`src/rtl/openhmc_counter_feeder_if.sv`:
```
// openhmc_counter_feeder_if: event/clear inputs and counter-drive outputs of the feeder; overflow exists only with OPENHMC_FEEDER_OVERFLOW_EN
interface openhmc_counter_feeder_if #(
  parameter int EVENT_WIDTH   = 3,
  parameter int BACKLOG_WIDTH = 8
);
  logic                     event_valid;
  logic [EVENT_WIDTH-1:0]   event_count;
  logic                     clear;
  logic                     increment;
  logic                     load_enable;
  logic [BACKLOG_WIDTH-1:0] backlog;
  logic                     busy;
`ifdef OPENHMC_FEEDER_OVERFLOW_EN
  logic                     overflow;
  modport master (output event_valid, event_count, clear,
                  input  increment, load_enable, backlog, busy, overflow);
  modport slave  (input  event_valid, event_count, clear,
                  output increment, load_enable, backlog, busy, overflow);
`else
  modport master (output event_valid, event_count, clear,
                  input  increment, load_enable, backlog, busy);
  modport slave  (input  event_valid, event_count, clear,
                  output increment, load_enable, backlog, busy);
`endif
endinterface

```
`src/rtl/openhmc_counter_feeder.sv`:
```
// openhmc_counter_feeder: turns multi-event cycles into single-step increments via a saturating backlog; sticky overflow flag with OPENHMC_FEEDER_OVERFLOW_EN
module openhmc_counter_feeder #(
  parameter int EVENT_WIDTH   = 3,
  parameter int BACKLOG_WIDTH = 8
) (
  input logic                     clk,
  input logic                     res_n,
  openhmc_counter_feeder_if.slave bus
);
  logic [EVENT_WIDTH-1:0]   ev;
  logic [BACKLOG_WIDTH:0]   ev_ext;
  logic [BACKLOG_WIDTH:0]   sum;
  logic [BACKLOG_WIDTH-1:0] next_backlog;
  logic                     pending;
  // Accepted events and the one-bit-wider next backlog; clear restarts from this cycle's events only
  always_comb begin
    ev = bus.event_valid ? bus.event_count : '0;
    ev_ext = (BACKLOG_WIDTH+1)'(ev);
    pending = bus.backlog != '0;
    sum = bus.clear ? ev_ext : {1'b0, bus.backlog} - (BACKLOG_WIDTH+1)'(pending) + ev_ext;
    next_backlog = sum[BACKLOG_WIDTH] ? '1 : sum[BACKLOG_WIDTH-1:0];
  end
  assign bus.busy = pending;
  // Issue one increment per cycle while backlog is pending; clear suppresses it so the load cannot wipe it
  always_ff @(posedge clk or negedge res_n) begin
    if (!res_n) begin
      bus.increment   <= 1'b0;
      bus.load_enable <= 1'b0;
      bus.backlog     <= '0;
    end else begin
      bus.increment   <= !bus.clear && pending;
      bus.load_enable <= bus.clear;
      bus.backlog     <= next_backlog;
    end
  end
`ifdef OPENHMC_FEEDER_OVERFLOW_EN
  // Sticky saturation flag; a clear edge restarts it from its own sum
  always_ff @(posedge clk or negedge res_n) begin
    if (!res_n) bus.overflow <= 1'b0;
    else bus.overflow <= sum[BACKLOG_WIDTH] || (!bus.clear && bus.overflow);
  end
`endif
endmodule

```
`src/flat_wrapper.sv`:
```
// flat-port wrapper written by rule: the top's interface ports become plain ports
module openhmc_counter_feeder_flat 
#(
  parameter int EVENT_WIDTH   = 3,
  parameter int BACKLOG_WIDTH = 8
)
  (clk, res_n, bus_event_valid, bus_event_count, bus_clear, bus_increment, bus_load_enable, bus_backlog, bus_busy);
  openhmc_counter_feeder_if #(.EVENT_WIDTH(EVENT_WIDTH), .BACKLOG_WIDTH(BACKLOG_WIDTH)) bus_i ();
  input logic clk;
  input logic res_n;
  input wire logic [$bits(bus_i.event_valid)-1:0] bus_event_valid;
  input wire logic [$bits(bus_i.event_count)-1:0] bus_event_count;
  input wire logic [$bits(bus_i.clear)-1:0] bus_clear;
  output wire logic [$bits(bus_i.increment)-1:0] bus_increment;
  output wire logic [$bits(bus_i.load_enable)-1:0] bus_load_enable;
  output wire logic [$bits(bus_i.backlog)-1:0] bus_backlog;
  output wire logic [$bits(bus_i.busy)-1:0] bus_busy;
  assign bus_i.event_valid = bus_event_valid;
  assign bus_i.event_count = bus_event_count;
  assign bus_i.clear = bus_clear;
  assign bus_increment = bus_i.increment;
  assign bus_load_enable = bus_i.load_enable;
  assign bus_backlog = bus_i.backlog;
  assign bus_busy = bus_i.busy;
  openhmc_counter_feeder #(.EVENT_WIDTH(EVENT_WIDTH), .BACKLOG_WIDTH(BACKLOG_WIDTH)) u_core (.clk(clk), .res_n(res_n), .bus(bus_i));
endmodule
```
`config.mk`:
```
export PLATFORM = sky130hd
export DESIGN_NAME = openhmc_counter_feeder_flat
export DESIGN_NICKNAME = d
export VERILOG_FILES = /design/src/rtl/openhmc_counter_feeder_if.sv /design/src/rtl/openhmc_counter_feeder.sv /design/src/flat_wrapper.sv
export SDC_FILE = /design/constraint.sdc
export NUM_CORES = 1
export LEC_CHECK = 0
export CAP_MARGIN = 30
export CELL_PAD_IN_SITES_DETAIL_PLACEMENT = 0
export CELL_PAD_IN_SITES_GLOBAL_PLACEMENT = 1
export CORE_MARGIN = 4
export CORE_UTILIZATION = 35
export DETAILED_ROUTE_END_ITERATION = 12
export HOLD_SLACK_MARGIN = 0.05
export PLACE_DENSITY_LB_ADDON = 0.25
export SKIP_LAST_GASP = 1
export SLEW_MARGIN = 15
export SYNTH_ARGS = -nofsm -noshare
export SYNTH_HDL_FRONTEND = slang
export SYNTH_SLANG_ARGS = --single-unit
```
`constraint.sdc`:
```
create_clock -name clk -period 7.15 [get_ports clk]
set_clock_uncertainty 0.2 [all_clocks]
set_input_delay 2.145 -clock clk [delete_from_list [all_inputs] [get_ports clk]]
set_output_delay 2.145 -clock clk [all_outputs]
set_load 0.05 [all_outputs]
```
==> qor.txt <==
status -> finished, final reports clean
#FFs+latches synth -> 10
yosys warns -> 0
GPL Wtd Cong -> 0.7881
Synth Flop Type -> dfrtp_1
H-tree level count -> 1
Syn Inst Count -> 90
commonest non-fill, non-tap cells in the layout -> inv_1 (17), clkdlybuf4s50_1 (17), ha_1 (13), dfrtp_1 (10), a31oi_1 (6)
slowest stage delay, CP -> 0.50 ns
Antenna Nets Post-Route -> 0
Crit. End Element -> register
Fillers -> 233
DP Area -> 0.001017 sq mm
Setup crit start kind -> input port
number of flops mapped to enable cells by yosys -> 0
reg-to-reg setup timing slack -> 3.85 ns
Crit path required time -> 7.11 ns
DIE HEIGHT -> 56.28 um
measured slew at the worst slew-check pin -> 0.4997 ns
Worst Path Max Fanout -> 7
drt first-iter violations -> 18
WL per Instance -> 12.77 um
post-synthesis cell type count -> 27
kind of critical path -> input port to register
top cells by area, synth -> dfrtp_1 (31%), ha_1 (20%), inv_1 (7.8%), a31oi_1 (4.6%), xnor2_1 (3.2%)
post-synth net total -> 111
cell chain of the critical path -> clkdlybuf4s50_1 -> nand2_1 -> ha_1 -> inv_1 -> fa_1 -> a21o_1 -> a21oi_2 -> or3_4 -> nand3_1 -> a32oi_1
Hold Path Class -> register to register
Initial DRT Pass Iterations -> 4
Final setup viols -> 0
Core Area -> 0.002212 sq mm
dpl ws -> 2.298 ns
Clock Sinks -> 10
Synth Cell Area -> 815.8 sq um
I/O pin total -> 18
post-route setup TNS -> 0 ns
Buf/Inv on CP -> 2
CTS tree -> built
initial antenna violation count -> 0
Largest delay share family, worst path -> adder cells
fraction of layout cells with a size suffix above 1 -> 6.422%
starting density of the core -> 36.88%
unrepaired setup endpoints after global routing -> no
Hold Buf Count CTS -> 0
Final HPWL DP -> 1487 um
detailed-route DRC error count -> 0
period utilization -> 64.41%
GRT overflow -> 0
WL final -> 1750 um
WP data arrival -> 4.57 ns
GRT Total Usage -> 11.32%
Root Driver -> clkbuf_4
Final nets -> 132
vias post-DR -> 684
PortBufs -> 17
clk buf depth -> 2
Worst path slowest cell -> clkdlybuf4s50_1
first-pass GRT wire length -> 2849 um
Final Max Slew Viols -> 0
Avg Vias per Cell -> 4.993
# rows -> 17
Synth area leader -> dfrtp_1
vias in the first global route -> 631
Async S/R FF share, synth -> 100.0%
final setup margin -> 2.545 ns
Max Clk Rate -> 0.2171 GHz
diode count -> 0
number of instances in the placed design -> 134
post-synth top area share -> 30.67%
post-synthesis sequential area ratio -> 30.67%
clock latency on the worst-skew pair -> 0.25 ns
Die ar. -> 0.003167 sq mm
Die Width -> 56.28 um
Final Hold Fails -> 0
Area Overhead vs Synth -> 27.45%
Max-cap violations -> 0
Final Non-Filler Cells -> 137
Post-CTS Setup Inserts -> 0
post-CTS sizing -> 0
CTS clk-pin slew, worst paths -> 0.06 ns
largest net degree at the start of global routing -> 16
cts bufs inserted -> 3
Avg Synthesized Cell Area -> 9.064 sq um
Worst slew margin -> 66.58%
fin area -> 0.001040 sq mm
Tmin final -> 4.605 ns
Yosys cell counts (3+ instances only):
master    n
inv_1    17
dfrtp_1  10
nand3_1   3
a21oi_1   4
xnor2_1   3
nor2_1    5
nand2_1   5
ha_1     13
a31oi_1   6
worst register-to-register path: stages (launching register included):
cell and delay, ns:
dfrtp_1 0.44, nor4_1 0.35, nand3_1 0.16, ha_1 0.30, inv_1 0.04, ha_1 0.24, fa_1 0.41, a21o_1 0.21
a21oi_2 0.18, or3_4 0.17, nand3_1 0.22, a32oi_1 0.29
layer usage:
layer	vias up	GRT usage, %	share of wire [%]
met4	0	4.068	1.1
met1	301	15.37	47
met5	-	0	0
li1	358	-	-
met2	23	17.53	47
met3	2	2.529	5.0
area by class of cell:
class	instances	area, sq um	share of cell area [%]
clock buffer	3	22.52	2.166
inverter	17	63.81	6.137
multi-input combinational	62	498.0	47.89
sequential	10	250.2	24.07
tap	28	35.03	3.369
timing repair buffer	17	170.2	16.37
registers in the layout (all words and copies together), names as in the netlist:
signal / count
u_core.bus.load_enable: 1
u_core.bus.increment: 1
u_core.bus.backlog: 8
kinds of logic after synthesis:
group | synth area share, %
compound gates | 23.16
buf+inv | 8.282
simple gates | 10.12
fa+ha+maj | 22.39
flops | 30.67
xor+xnor | 5.369
path summary, 6_finish.rpt:
path                                                  from                               to  cells past startpoint
max in group asynchronous                            res_n  u_core.bus.backlog[4]$_DFF_PN0_                      1
min in group asynchronous                            res_n  u_core.bus.backlog[1]$_DFF_PN0_                      1
setup reg to reg           u_core.bus.backlog[3]$_DFF_PN0_  u_core.bus.backlog[2]$_DFF_PN0_                     11
hold / removal             u_core.bus.backlog[0]$_DFF_PN0_   u_core.bus.increment$_DFF_PN0_                      2
setup / recovery                           bus_event_valid  u_core.bus.backlog[2]$_DFF_PN0_                     10
hold reg to reg            u_core.bus.backlog[0]$_DFF_PN0_   u_core.bus.increment$_DFF_PN0_                      2
through the flow:
stage	util [%]	hold slack [ns]
4_1_cts	47.00	0.4339
5_1_grt	47.00	0.4800
3_5_place_dp	45.98	0.4209
2_1_floorplan	-	0.6896
3_3_place_gp	45.98	0.4087
6_report	47.00	0.4252
Power is left out: the tool's default activity adds up to more than one toggle a clock period on the data nets, which glitch-free logic cannot reach.
